### config.mk
export PLATFORM = sky130hd
export DESIGN_NAME = serial_add_ctrl
export DESIGN_NICKNAME = d
export VERILOG_FILES = /design/src/rtl/serial_add_ctrl.sv
export SDC_FILE = /design/constraint.sdc
export NUM_CORES = 1
export LEC_CHECK = 0
export ABC_CLOCK_PERIOD_IN_PS = 1710
export CAP_MARGIN = 10
export CORE_UTILIZATION = 35
export DETAILED_ROUTE_END_ITERATION = 16
export GPL_TIMING_DRIVEN = 0
export PLACE_DENSITY = 0.67
export SLEW_MARGIN = 15
export SYNTH_ARGS = -nofsm -noshare
export SYNTH_HDL_FRONTEND = slang
export SYNTH_SLANG_ARGS = --single-unit
export TNS_END_PERCENT = 30
### constraint.sdc
create_clock -name clk -period 1.71 [get_ports clk]
set_input_delay 0.513 -clock clk [delete_from_list [all_inputs] [get_ports clk]]
set_output_delay 0.513 -clock clk [all_outputs]
set_load 0.01 [all_outputs]
### src/rtl/serial_add_ctrl.sv
// serial_add_ctrl
//   Bit-serial WIDTH-bit adder sequencer built around one external 1-bit full
//   adder. A start pulse in IDLE latches both operands and the carry-in. Each
//   RUN cycle then presents one bit pair to the adder, LSB first, and feeds the
//   adder's carry-out back as the next carry-in. The sum is shifted in from the
//   MSB end. A one-cycle DONE state raises the done strobe.
//
// Ports
//   clk            system clock, rising edge
//   reset          asynchronous active-high reset
//   start          request pulse, only honoured in IDLE
//   op_a, op_b     operands, sampled when start is accepted
//   cin            initial carry-in, sampled when start is accepted
//   busy           high in RUN and DONE
//   done           one-cycle completion strobe (DONE state)
//   result, cout   sum and final carry; valid from done until the next accepted start
//   add_a, add_b   bit pair driven to the full adder
//   add_ci         carry driven to the full adder
//   add_sum        sum returned by the full adder
//   add_co         carry-out returned by the full adder
module serial_add_ctrl #(
  parameter int WIDTH = 8
) (
  input  logic             clk,
  input  logic             reset,
  input  logic             start,
  input  logic [WIDTH-1:0] op_a,
  input  logic [WIDTH-1:0] op_b,
  input  logic             cin,
  output logic             busy,
  output logic             done,
  output logic [WIDTH-1:0] result,
  output logic             cout,
  output logic             add_a,
  output logic             add_b,
  output logic             add_ci,
  input  logic             add_sum,
  input  logic             add_co
);

  localparam int CW = $clog2(WIDTH) + 1;

  typedef enum logic [1:0] {
    IDLE = 2'd0,
    RUN  = 2'd1,
    DONE = 2'd2
  } state_t;

  state_t           state_reg;
  state_t           state_next;
  logic [WIDTH-1:0] sa_reg;
  logic [WIDTH-1:0] sb_reg;
  logic [WIDTH-1:0] result_reg;
  logic             carry_reg;
  logic             cout_reg;
  logic [CW-1:0]    cnt_reg;
  logic             last_bit;
  // The adder's sum bit enters at the MSB end. Building the shift as a
  // (WIDTH+1)-bit concatenation keeps it legal when WIDTH is 1.
  logic [WIDTH:0]   result_shift;

  assign last_bit     = (cnt_reg == CW'(WIDTH - 1));
  assign result_shift = {add_sum, result_reg};

  // State register
  always_ff @(posedge clk or posedge reset) begin
    if (reset) begin
      state_reg <= IDLE;
    end else begin
      state_reg <= state_next;
    end
  end

  // Next-state logic
  always_comb begin
    state_next = state_reg;
    case (state_reg)
      IDLE:    if (start) state_next = RUN;
      RUN:     if (last_bit) state_next = DONE;
      DONE:    state_next = IDLE;
      default: state_next = IDLE;
    endcase
  end

  // Output logic. The adder inputs come straight from registers, so they are
  // stable for the whole RUN cycle. They are forced low outside RUN.
  always_comb begin
    busy   = 1'b0;
    done   = 1'b0;
    add_a  = 1'b0;
    add_b  = 1'b0;
    add_ci = 1'b0;
    case (state_reg)
      RUN: begin
        busy   = 1'b1;
        add_a  = sa_reg[0];
        add_b  = sb_reg[0];
        add_ci = carry_reg;
      end
      DONE: begin
        busy = 1'b1;
        done = 1'b1;
      end
      default: ;
    endcase
  end

  // Datapath: operand shifters, carry feedback, bit counter and result
  always_ff @(posedge clk or posedge reset) begin
    if (reset) begin
      sa_reg     <= '0;
      sb_reg     <= '0;
      result_reg <= '0;
      carry_reg  <= 1'b0;
      cout_reg   <= 1'b0;
      cnt_reg    <= '0;
    end else begin
      case (state_reg)
        IDLE: begin
          if (start) begin
            sa_reg    <= op_a;
            sb_reg    <= op_b;
            carry_reg <= cin;
            cnt_reg   <= '0;
          end
        end
        RUN: begin
          result_reg <= result_shift[WIDTH:1];
          carry_reg  <= add_co;
          sa_reg     <= sa_reg >> 1;
          sb_reg     <= sb_reg >> 1;
          cnt_reg    <= cnt_reg + 1'b1;
          if (last_bit) begin
            cout_reg <= add_co;
          end
        end
        default: ;
      endcase
    end
  end

  assign result = result_reg;
  assign cout   = cout_reg;

endmodule

Word level (Yosys, flattened, before mapping) --
Cells that the tools add are included. Widths: inputs -> output; s select.
Storage, ports and cells: register bits after elaboration 32, output and inout port bits 14, word-level logic and storage cells 35
Operators by class: add/subtract/negate cells 1, equal/unequal tests 5, multiplexer cells 16, reductions and logical operators 6
Operators with widths (count):
- $pmux 8 s2 | 2
- $mux 8 | 2
- $pmux 4 s2 | 1
- $mux 1 | 6
- $reduce_and 2->1 | 3
- $add 4x1->4 const B | 1
- $eq 4x3->1 const B | 1
- $mux 2 | 2
- $mux 4 | 1
- $ne 2x2->1 const B | 2
- $pmux 2 s2 | 1
- $eq 2x1->1 const B | 1
- $eq 2x2->1 const B | 1
- $logic_not 2->1 | 1
- $pmux 1 s2 | 1
- $reduce_bool 2->1 | 1
- $reduce_or 2->1 | 1

Depth between registers and ports, before layout --
depth in word-level cells 3, mapped depth 7, depth with buffers taken out 5

Least setup slack after synthesis --
OpenSTA, ideal clock, no wires.
path kind register to output, start reg state_reg[1], end out add_a, data arrival time 1060 ps, data required time 1197 ps, slack 137 ps, cell stages (with the launch flop) 6, buffers on the path 2, cell sequence dfrtp_1 -> inv_1 -> ha_1 -> buf_4 -> buf_2 -> and2_1
Between the ends: cells in the longest elaborated chain, start to end 2
RTL lines:
- start, declared | RTL line 49 | state_t state_reg;
- start signal, assigned | RTL line 70 | state_reg <= state_next;
- $eq 2x1->1 | RTL line 93 | case (state_reg)
- $mux 1 | RTL line 93
- end, declared | RTL line 34 | output logic add_a,
Every way passes these cells.

Worst setup path in the final report --
start reg state_reg[1], end out add_ci
Between the ends: cells in the longest elaborated chain, start to end 2
RTL lines:
- $eq 2x1->1 | RTL line 93
- $mux 1 | RTL line 93
- end, declared | RTL line 36 | output logic add_ci,
Every way passes these cells.

==> flow_summary.toml <==
[place]
gp_congestion = 0.780
dpl-instance-area_um2 = 1910
io_buffers = 35
pre_cts_slack_ns = -0.481
dp_hpwl_um = 2260

[min_path]
hold_depth = 2
hold_path_class = "reg -> reg"
min_from = "sa_reg[5]"
holdPathEnd = "sa_reg[5]"

[clock_network]
cts_sinks = 32
cts_buffers = 5
clk_path_buf_depth = 2
cts_root_buffer = "clkbuf_8"
cts_hold_buf = 0
htreeDepth = 2
clkTransAtPathRegs_ns = 0.07
cts_tree = "built"
insertion_delay_ns = 0.29

[critical_path]
crit_type = "reg -> out"
path_cells = "inv_2 -> ha_4 -> and2_4 -> buf_6"
cp.arrival_ns = 1.19
cp_max_fo = 5
critPathMaxStageDelay_ns = 0.40
start_kind = "flip-flop"
r2r-end = "cnt_reg[3]"
cp_slowest_cell = "dfrtp_1"
r2r_slack_ns = 0.10
endpoint_kind = "output pin"
crit_required_ns = 1.20
r2r_start = "state_reg[1]"
reg2reg_depth = 7

[synth]
synth_cell_types = 25
netlist_instances = 132
synth_top_area_share_pct = 53.6
synth_top_cell_by_area = "dfrtp_1"
synth-seq-area-share_pct = 53.6
ys_seq_elements = 32
syn_area_um2 = 1490
syn-num-nets = 158
syn_area_per_cell_um2 = 11.3
synth_area_leaders = "dfrtp_1 (54%), mux2i_1 (10%), mux2_2 (6.8%)"
yosysWarnings = 0

[route]
remaining_drc_errors = 0
drt-pass1-iter-count = 4
finalWirelength_um = 3180
routed_via_density = 4.94
wl_per_cell_um = 14.0
vias = 1117
drt_iter0_drc = 47
antenna_left = 0

[timing]
worst_pin_slew_ns = 0.654
fin_crit_ns = 1.71
setup_viol = 0
layout_setup_ws_ns = 0.00492
hold_viol = 0
drv_slew = 0
finClkSkew_ns = 0.00705
timing.fmax_ghz = 0.586
slew-limit-headroom_pct = 56.3
fin_crit_sh_pct = 99.7
rsz0062_at_grt = "true"

[outcome]
outcome = "complete, no violations"

[global_route]
grt.overflow.total = 0
grt_pass1_vias = 1189
grtUsageTotal_pct = 16.3
grt_pass1_wl_um = 5200
grt_start_max_net_pins = 33
antenna_found_initial = 0

[final_layout]
mostFrequentLayoutCells = "dfrtp_1 (32), nand2_1 (23), clkdlybuf4s50_1 (21), o21ai_0 (18), mux2i_1 (15)"
final_area_um2 = 2020
fillers = 369
diodes = 0
drive_gt1_share_pct = 21.6
layout_commonest_cell = "dfrtp_1"
syn_to_final_growth_pct = 35.2
nNetsFinal = 201

[die]
rows = 23
die_h_um = 67.3
core_area_um2 = 4060
die_x_um = 67.3
ios = 36
start_util_pct = 36.8
design.die.area_um2 = 4530

[flow_run]
maxCapViolations = 0

[pwr]
pwr_density_cell_nw_per_um2 = 1740
total_power_mw = 3.52
leakage_nw = 0.945
peakVddDrop_v = 0.000872
[metrics by stage]
| step | setup TNS [ns] | util [%] | hold WS [ns] | instances |
|---|---|---|---|---|
| CTS | -0.211 | 49.9 | 0.488 | 226 |
| global placement | -8.18 | 47.0 | 0.460 | 217 |
| floorplan | 0 | - | 0.442 | 132 |
| finish | 0 | 49.8 | 0.482 | 226 |
| global route | -0.190 | 49.8 | 0.525 | 226 |
| detailed placement | -10.63 | 47.0 | 0.474 | 217 |
[critical path: cells and delay by family (launching register included)]
family	cells	cell delay, ns
flip-flops	1	0.40
buffers and inverters	2	0.19
adder cells (fa/ha/maj)	1	0.18
AND/OR/NAND/NOR	1	0.14
[cell type report]
class / count / area, µm² / area share, %
Clock buffer: 8 / 90.1 / 4.46
Inverter: 4 / 15.0 / 0.743
Sequential cell: 32 / 801 / 39.7
Multi-Input combinational cell: 88 / 642 / 31.8
Timing Repair Buffer: 38 / 363 / 18.0
Tap cell: 50 / 62.6 / 3.10
Buffer: 6 / 46.3 / 2.29
[cells in the mapped netlist, drive strengths merged]
| master | n |
|---|---|
| a311oi | 1 |
| a32o | 1 |
| a21oi | 1 |
| clkbuf | 2 |
| a22oi | 2 |
| nand3b | 2 |
| and2 | 4 |
| dfrtp | 32 |
| o221ai | 1 |
| nand2 | 23 |
| nand3 | 1 |
| o21ai | 18 |
| nor2 | 2 |
| or2b | 1 |
| nand2b | 1 |
| mux2i | 16 |
| mux2 | 9 |
| inv | 4 |
| buf | 6 |
| ha | 4 |
| o41ai | 1 |
[what timing repair did]
action / CTS / global route
gates resized for setup: 38 / 3
buffers inserted: 2 / 1
setup endpoints to repair: 12 / 23
pin swaps: 2 / 0
[report_power, final]
part           switching (mW)  internal, mW  leakage [nW]  total, mW
logic                   0.764         0.825         0.501       1.59
clock network           0.265         0.328        0.0455      0.592
registers               0.228          1.11         0.399       1.34
total                    1.26          2.26         0.945       3.52
[layer usage]
metal / wire (µm) / global-route usage [%] / up-vias / part of all wire (%)
met4: 66 / 8.78 / 0 / 2.1
li1: - / - / 540 / -
met2: 1600 / 27.9 / 34 / 50
met1: 1320 / 17.2 / 538 / 41
met5: 0 / 0 / - / 0
met3: 191 / 5.91 / 5 / 6.0
[cells by family (layout without fill, tap and decap cells)]
kind of cell             Yosys count  in the layout  synth area share (%)
buffers and inverters             12             56                  4.77
adder cells (fa/ha/maj)            4              4                  3.35
AND/OR/NAND/NOR                   34             34                  10.2
AO/OA/AOI/OAI                     25             25                  10.3
multiplexers                      25             25                  17.8
flip-flops                        32             32                  53.6
[worst max path at each step]
stage            startpoint      to  slack [ns]  depth (start not counted)
2_1_floorplan  state_reg[1]   add_a        0.14                          5
3_3_place_gp   state_reg[1]  add_ci       -0.45                          6
3_5_place_dp   state_reg[1]  add_ci       -0.48                          6
4_1_cts        state_reg[0]  add_ci       -0.07                          4
5_1_grt        state_reg[1]  add_ci       -0.05                          4
6_report       state_reg[1]  add_ci       0.005                          4
Power figures use the tool's default switching activity.
